<file path="src/rtl/pwm_pkg.sv">
// Shared definitions for the PWM ramp sequencer: register map, control-word bits and the state encoding.
package pwm_pkg;

  localparam logic [15:0] CTRL_ADDR = 16'd0;
  localparam logic [15:0] DIV_ADDR  = 16'd2;
  localparam logic [15:0] PER_ADDR  = 16'd4;
  localparam logic [15:0] DUTY_ADDR = 16'd6;

  localparam int CTRL_EXT_CLK  = 0;
  localparam int CTRL_PWM_MODE = 1;
  localparam int CTRL_CNT_EN   = 2;
  localparam int CTRL_CONT     = 3;
  localparam int CTRL_OUT_EN   = 4;
  localparam int CTRL_IRQ_CLR  = 5;
  localparam int CTRL_DUTY_SEL = 6;
  localparam int CTRL_SOFT_RST = 7;

  typedef enum logic [3:0] {
    ST_IDLE,
    ST_W_DIV,
    ST_W_PER,
    ST_W_DUTY0,
    ST_W_CTRL,
    ST_RAMP_GAP,
    ST_W_RAMP,
    ST_DONE,
    ST_W_KILL
  } seq_state_t;

endpackage

</file>
<file path="src/rtl/pwm_ramp_sequencer_wb_write_master.sv">
// Single-write Wishbone engine: latches address/data on req, holds cyc/stb until ack or timeout.
module wb_write_master #(
  parameter int DW          = 16,
  parameter int ACK_TIMEOUT = 32
) (
  input  logic          clk,
  input  logic          rst,
  input  logic          req,
  input  logic [DW-1:0] adr,
  input  logic [DW-1:0] data,
  input  logic          ack,
  output logic          cyc,
  output logic          stb,
  output logic          we,
  output logic [DW-1:0] wb_adr,
  output logic [DW-1:0] wb_data,
  output logic          active,
  output logic          done,
  output logic          timeout
);

  localparam int CW = $clog2(ACK_TIMEOUT + 1);

  logic [CW-1:0] cnt;
  logic          expire;

  assign expire  = (cnt == CW'(ACK_TIMEOUT - 1));
  assign done    = active && ack;
  // Ack in the expiry cycle still counts as a successful write.
  assign timeout = active && !ack && expire;
  assign cyc     = active;
  assign stb     = active;
  assign we      = active;

  always_ff @(posedge clk) begin
    if (rst) begin
      active  <= 1'b0;
      cnt     <= '0;
      wb_adr  <= '0;
      wb_data <= '0;
    end else if (active) begin
      if (ack || expire) begin
        active <= 1'b0;
        cnt    <= '0;
      end else begin
        cnt <= cnt + CW'(1);
      end
    end else if (req) begin
      active  <= 1'b1;
      cnt     <= '0;
      wb_adr  <= adr;
      wb_data <= data;
    end
  end

endmodule

</file>
<file path="src/rtl/pwm_ramp_sequencer.sv">
// Programs the PWM register file over Wishbone, then ramps the duty register toward a target.
// Optional SEQ_SAFE_ABORT_EN: an abort finishes with a write that clears the output-enable bit.
module pwm_ramp_sequencer
  import pwm_pkg::*;
#(
  parameter int            DW          = 16,
  parameter logic [DW-1:0] ADDR_CTRL   = DW'(CTRL_ADDR),
  parameter logic [DW-1:0] ADDR_DIV    = DW'(DIV_ADDR),
  parameter logic [DW-1:0] ADDR_PER    = DW'(PER_ADDR),
  parameter logic [DW-1:0] ADDR_DUTY   = DW'(DUTY_ADDR),
  parameter int            ACK_TIMEOUT = 32
) (
  input  logic          i_clk,
  input  logic          i_rst,
  input  logic          i_start,
  input  logic          i_abort,
  input  logic [DW-1:0] i_divisor,
  input  logic [DW-1:0] i_period,
  input  logic [7:0]    i_ctrl,
  input  logic [DW-1:0] i_duty_start,
  input  logic [DW-1:0] i_duty_target,
  input  logic [DW-1:0] i_step,
  input  logic [DW-1:0] i_interval,
  input  logic          i_wb_ack,
  output logic          o_wb_cyc,
  output logic          o_wb_stb,
  output logic          o_wb_we,
  output logic [DW-1:0] o_wb_adr,
  output logic [DW-1:0] o_wb_data,
  output logic          o_busy,
  output logic          o_done,
  output logic          o_err,
  output logic [DW-1:0] o_duty_cur
);

`ifdef SEQ_SAFE_ABORT_EN
  localparam seq_state_t ABORT_STATE = ST_W_KILL;
`else
  localparam seq_state_t ABORT_STATE = ST_IDLE;
`endif

  seq_state_t    state, state_n;
  logic [DW-1:0] div_q, per_q, start_q, target_q, step_q, interval_q;
  logic [7:0]    ctrl_q;
  logic [DW-1:0] gap_cnt, duty_cur, next_duty, wr_adr, wr_data;
  logic [DW:0]   up_sum;
  logic          abort_pend, abort_now, req;
  logic          wm_active, wm_done, wm_timeout;

  wb_write_master #(.DW(DW), .ACK_TIMEOUT(ACK_TIMEOUT)) u_wm (
    .clk(i_clk), .rst(i_rst), .req(req), .adr(wr_adr), .data(wr_data), .ack(i_wb_ack),
    .cyc(o_wb_cyc), .stb(o_wb_stb), .we(o_wb_we), .wb_adr(o_wb_adr), .wb_data(o_wb_data),
    .active(wm_active), .done(wm_done), .timeout(wm_timeout)
  );

  always_ff @(posedge i_clk) begin
    if (i_rst) begin
      state      <= ST_IDLE;
      div_q      <= '0;
      per_q      <= '0;
      ctrl_q     <= '0;
      start_q    <= '0;
      target_q   <= '0;
      step_q     <= '0;
      interval_q <= '0;
      gap_cnt    <= '0;
      duty_cur   <= '0;
      abort_pend <= 1'b0;
    end else begin
      state <= state_n;
      if (state == ST_IDLE && i_start) begin
        div_q      <= i_divisor;
        per_q      <= i_period;
        ctrl_q     <= i_ctrl;
        start_q    <= i_duty_start;
        target_q   <= i_duty_target;
        step_q     <= i_step;
        interval_q <= i_interval;
      end
      if (state == ST_IDLE)
        abort_pend <= 1'b0;
      else if (i_abort)
        abort_pend <= 1'b1;
      gap_cnt <= (state == ST_RAMP_GAP) ? gap_cnt + DW'(1) : '0;
      if (wm_done && state == ST_W_DUTY0)
        duty_cur <= start_q;
      else if (wm_done && state == ST_W_RAMP)
        duty_cur <= next_duty;
    end
  end

  // Upward sum is one bit wider so a step past the top of range clamps instead of wrapping.
  always_comb begin
    up_sum    = {1'b0, duty_cur} + {1'b0, step_q};
    next_duty = target_q;
    if (step_q != '0) begin
      if (duty_cur < target_q) begin
        if (up_sum < {1'b0, target_q})
          next_duty = up_sum[DW-1:0];
      end else if (duty_cur > target_q) begin
        if ((duty_cur - target_q) > step_q)
          next_duty = duty_cur - step_q;
      end
    end
  end

  always_comb begin
    wr_adr  = '0;
    wr_data = '0;
    case (state)
      ST_W_DIV:   begin wr_adr = ADDR_DIV;  wr_data = div_q;       end
      ST_W_PER:   begin wr_adr = ADDR_PER;  wr_data = per_q;       end
      ST_W_DUTY0: begin wr_adr = ADDR_DUTY; wr_data = start_q;     end
      ST_W_CTRL:  begin wr_adr = ADDR_CTRL; wr_data = DW'(ctrl_q); end
      ST_W_RAMP:  begin wr_adr = ADDR_DUTY; wr_data = next_duty;   end
      ST_W_KILL:  begin
        wr_adr  = ADDR_CTRL;
        wr_data = DW'(ctrl_q & ~(8'd1 << CTRL_OUT_EN));
      end
      default: ;
    endcase
  end

  // Write states issue req only while the engine is idle, which guarantees a gap cycle between transfers.
  always_comb begin
    state_n   = state;
    req       = 1'b0;
    abort_now = i_abort || abort_pend;
    case (state)
      ST_IDLE: if (i_start) state_n = ST_W_DIV;
      ST_W_DIV, ST_W_PER, ST_W_DUTY0, ST_W_CTRL, ST_W_RAMP, ST_W_KILL: begin
        if (!wm_active) begin
          if (abort_now && state != ST_W_KILL) state_n = ABORT_STATE;
          else req = 1'b1;
        end else if (wm_done) begin
          if (abort_now && state != ST_W_KILL) state_n = ABORT_STATE;
          else begin
            case (state)
              ST_W_DIV:   state_n = ST_W_PER;
              ST_W_PER:   state_n = ST_W_DUTY0;
              ST_W_DUTY0: state_n = ST_W_CTRL;
              ST_W_CTRL:  state_n = (start_q == target_q) ? ST_DONE : ST_RAMP_GAP;
              ST_W_RAMP:  state_n = ST_RAMP_GAP;
              default:    state_n = ST_IDLE;
            endcase
          end
        end else if (wm_timeout) begin
          state_n = ST_IDLE;
        end
      end
      ST_RAMP_GAP: begin
        if (abort_now) state_n = ABORT_STATE;
        else if (duty_cur == target_q) state_n = ST_DONE;
        else if (gap_cnt >= interval_q) state_n = ST_W_RAMP;
      end
      ST_DONE: state_n = ST_IDLE;
      default: state_n = ST_IDLE;
    endcase
  end

  assign o_busy     = (state != ST_IDLE);
  assign o_done     = (state == ST_DONE);
  assign o_err      = wm_timeout;
  assign o_duty_cur = duty_cur;

endmodule

</file>
<file path="config.mk">
export PLATFORM = sky130hd
export DESIGN_NAME = pwm_ramp_sequencer
export DESIGN_NICKNAME = d
export VERILOG_FILES = /design/src/rtl/pwm_pkg.sv /design/src/rtl/pwm_ramp_sequencer_wb_write_master.sv /design/src/rtl/pwm_ramp_sequencer.sv
export SDC_FILE = /design/constraint.sdc
export NUM_CORES = 1
export LEC_CHECK = 0
export BUFFER_PORTS_ARGS = -buffer_cell sky130_fd_sc_hd__buf_2
export CAP_MARGIN = 20
export CORE_MARGIN = 10
export CORE_UTILIZATION = 45
export CTS_CLUSTER_SIZE = 30
export DETAILED_ROUTE_END_ITERATION = 16
export GPL_TIMING_DRIVEN = 1
export PLACE_DENSITY = 0.75
export SLEW_MARGIN = 20
export SYNTH_ARGS = -nofsm -noshare
export SYNTH_HDL_FRONTEND = slang
export SYNTH_SLANG_ARGS = --single-unit
export TNS_END_PERCENT = 100
</file>
<file path="constraint.sdc">
create_clock -name i_clk -period 7.7 [get_ports i_clk]
set_input_delay 0.385 -clock i_clk [delete_from_list [all_inputs] [get_ports i_clk]]
set_output_delay 0.385 -clock i_clk [all_outputs]
set_load 0.05 [all_outputs]
</file>
==> flow_summary.yaml <==
timing:
  max_slew_margin_pct: 28.00
  fmax_mhz: 184.9
  clock_skew_ns: 0.01666
  rsz0062_at_grt: "false"
  post-route-period-util_pct: 70.26
  drv_slew: 0
  tightest_slew_ns: 1.072
  setup_viol: 0
  fin_crit_ns: 5.410
  finalHoldViolCount: 0
  fin_tns_setup_ns: 0
critical_path:
  crit_family: "compound AO/OA/AOI/OAI gates"
  reg2reg_depth: 21
  cp_data_arrival_time_ns: 5.76
  r2r-end: "o_duty_cur[13]"
  cpMaxStageDelayCell: "nand3_1"
  crit_buf_inv: 1
  r2r_start: "target_q[1]"
  required_ns: 8.05
  critPathCaptureType: "flip-flop"
  worst_path_largest_cell_delay_ns: 0.51
  path_class: "flip-flop to flip-flop"
  reg2reg_slack_ns: 2.29
  path_cells: "inv_1 -> ha_1 -> nor2b_1 -> o21ai_0 -> a21boi_0 -> o211ai_1 -> nand3_1 -> a31oi_1 -> o21ai_0 -> a21oi_1 -> xnor2_1 -> ha_1 -> and3_1 -> nand4_1 -> a211o_1 -> nand4_1 -> nand3_1 -> o21ai_4 -> nor2_2 -> o41a_1 -> a211oi_2"
  setup.worst_path.start: "target_q[1]"
  cp_max_fo: 16
  critPathLaunchType: "flip-flop"
route:
  dr_total_vias: 10190
  vias_per_cell: 5.639
  drt_pass1_iterations: 6
  drt-initial-drc-count: 868
  ant_nets: 0
  drt_wl_total_mm: 33.70
  wire_per_inst_um: 18.65
  drcViolationCount: 0
global_route:
  grt_pass1_wl_mm: 52.79
  first_global_vias: 9772
  grt_max_degree: 105
  grt_use_total_pct: 21.63
  grt_util_met1_pct: 29.19
  use_met2_pct: 33.84
  grt_use_met3_pct: 4.247
  gr-total-overflow: 0
  antenna_found_initial: 0
  grt-busiest-layer: "met2"
clock_network:
  cts-resized-gates: 0
  clock-sinks: 165
  cts_buffer_depth: 2
  cts_setup_buffers: 0
  clkTransAtPathRegs_ns: 0.08
  ctsRootBufferMaster: "clkbuf_16"
  cts_buffers: 17
  htree_num_levels: 4
  hold_buffers: 0
  cts_tree: "built"
  clk_latency_ns: 0.43
finish:
  multi_input_area_um2: 6596
  nFillCells: 2281
  seqCellArea_um2: 3303
  num_antenna_cells: 0
  drive_gt1_share_pct: 14.73
  area_growth_pct: 13.76
  fin_nets: 1689
power_and_ir_drop:
  total_power_mw: 2.446
  ir_drop_mv: 0.1243
  power_leakage_nw: 5.168
  power-per-cell-area_nw_per_um2: 204.4
yosys:
  ys_seq_elements: 165
  yosysMostFrequentCell: "nand2_1"
  synth.top_cells.by_count: "nand2_1, a21oi_1, dfxtp_1"
  synth_cell_type_count: 71
  synth_edf_count: 0
  syn-instance-count: 1379
  ys_seq_area_share_pct: 31.39
  synth_area_leaders: "dfxtp_1, ha_1, nand2_1, a21oi_1, xnor2_1"
  yosys_most_used_dff: "dfxtp_1"
  synth_area_leader_cell: "dfxtp_1"
  yosysWarnings: 0
  async_reset_ff_share_pct: 0
  yosys.area.top_type_share_pct: 31.39
  syn-mean-instance-area_um2: 7.630
  synth_area_um2: 10520
placement:
  place_congestion: 0.9485
  place_hpwl_mm: 26.01
  io_buffer_count: 148
floorplanning:
  start_util_pct: 46.05
  die_y_um: 172.9
  row_count: 55
  io_pins: 163
  die_w_um: 172.9
  die_area_um2: 29900
  core_um2: 22850
worst_hold_path:
  worstHoldPathType: "primary input to flip-flop"
  hp-start: "i_step[11]"
  hold_path_end: "step_q[11]"
  hold_depth: 3
run:
  max_cap_viol_count: 0
outcome:
  status: "finished clean"
==> area by class of cell <==
type / instances / area share [%]
timing repair buffer: 156 / 6.711
tap: 313 / 3.272
inverter: 78 / 2.446
clock buffer: 19 / 3.701
sequential: 165 / 27.60
clock inverter: 13 / 1.160
multi-input combinational: 1063 / 55.11
==> kinds of logic after synthesis <==
group                      synth area share [%]
AOI/OAI and AO/OA                         21.92
xor gates and xnor gates                  5.328
adders and majority gates                 11.99
buffers and inverters                     6.588
DFF                                       31.39
muxes                                     1.915
other                                   0.03564
and+or+nand+nor                           20.83
==> power breakdown <==
part / leakage, nW / internal (mW) / total (mW) / switching (mW)
sequential: 1.35 / 0.898 / 0.945 / 0.0478
clock: 0.285 / 0.466 / 0.865 / 0.399
combinational: 3.54 / 0.230 / 0.636 / 0.406
==> metrics by stage <==
| step | utilization [%] | hold slack, ns | worst slack [ns] | instances | cell area [um^2] |
|---|---|---|---|---|---|
| after floorplan | - | 0.4286 | 2.898 | 1392 | 10570 |
| after global placement | 49.80 | 0.4415 | 2.564 | 1775 | 11380 |
| after detailed placement | 49.80 | 0.4458 | 2.416 | 1775 | 11380 |
| after CTS | 52.35 | 0.1705 | 2.419 | 1807 | 11960 |
| after global routing | 52.39 | 0.1764 | 1.933 | 1807 | 11970 |
| final | 52.39 | 0.1813 | 2.290 | 1807 | 11970 |
==> worst max path at each step <==
stage	to	slack, ns	cells after the start
2_1_floorplan	u_wm.wb_data[1]	2.90	17
3_3_place_gp	o_duty_cur[13]	2.56	21
3_5_place_dp	o_duty_cur[13]	2.42	21
4_1_cts	o_duty_cur[13]	2.42	21
5_1_grt	u_wm.wb_data[0]	1.93	17
6_report	o_duty_cur[13]	2.29	21
==> metal layers <==
layer	share of wire, %	routed length (um)
met3	6.9	2329
met5	0	0
met4	2.5	835
met1	46	15460
met2	45	15070
==> state kept, by name (all words and copies together) (netlist names) <==
register	cells
div_q	16
gap_cnt	16
interval_q	16
o_duty_cur	16
per_q	16
start_q	16
step_q	16
target_q	16
u_wm.wb_data	16
ctrl_q	8
u_wm.cnt	6
state	3
u_wm.wb_adr	2
abort_pend	1
u_wm.active	1
==> worst register-to-register path: stages (launching register included) <==
cell	delay, ns
dfxtp_1	0.47
inv_1	0.11
ha_1	0.29
nor2b_1	0.13
o21ai_0	0.30
a21boi_0	0.26
o211ai_1	0.29
nand3_1	0.16
a31oi_1	0.23
o21ai_0	0.13
a21oi_1	0.18
xnor2_1	0.09
ha_1	0.28
and3_1	0.19
nand4_1	0.14
a211o_1	0.24
nand4_1	0.17
nand3_1	0.51
o21ai_4	0.46
nor2_2	0.07
o41a_1	0.42
a211oi_2	0.20
==> cell usage in the layout (no fill, tap or decap), types with 5 or more instances in the layout <==
cell       count
a211o_1        5
a211oi_1      10
a21o_1        13
a21oi_1      167
a22oi_1       18
a31oi_1       19
and3_1        18
buf_2        147
buf_4          9
clkbuf_16     17
conb_1        14
dfxtp_1      165
ha_1          96
inv_1         77
mux2_2        17
nand2_1      265
nand2b_1      13
nand3_1       23
nand4_1       11
nor2_1        92
nor2b_1       11
nor3_1        21
nor3b_1        7
nor4_1         9
o211ai_1       9
o21ai_0       60
o21bai_1       6
o221ai_1       7
o22ai_1        5
o32ai_1        5
or3_1          7
xnor2_1       40
xor2_1        24
(Power assumes the default switching activity.)
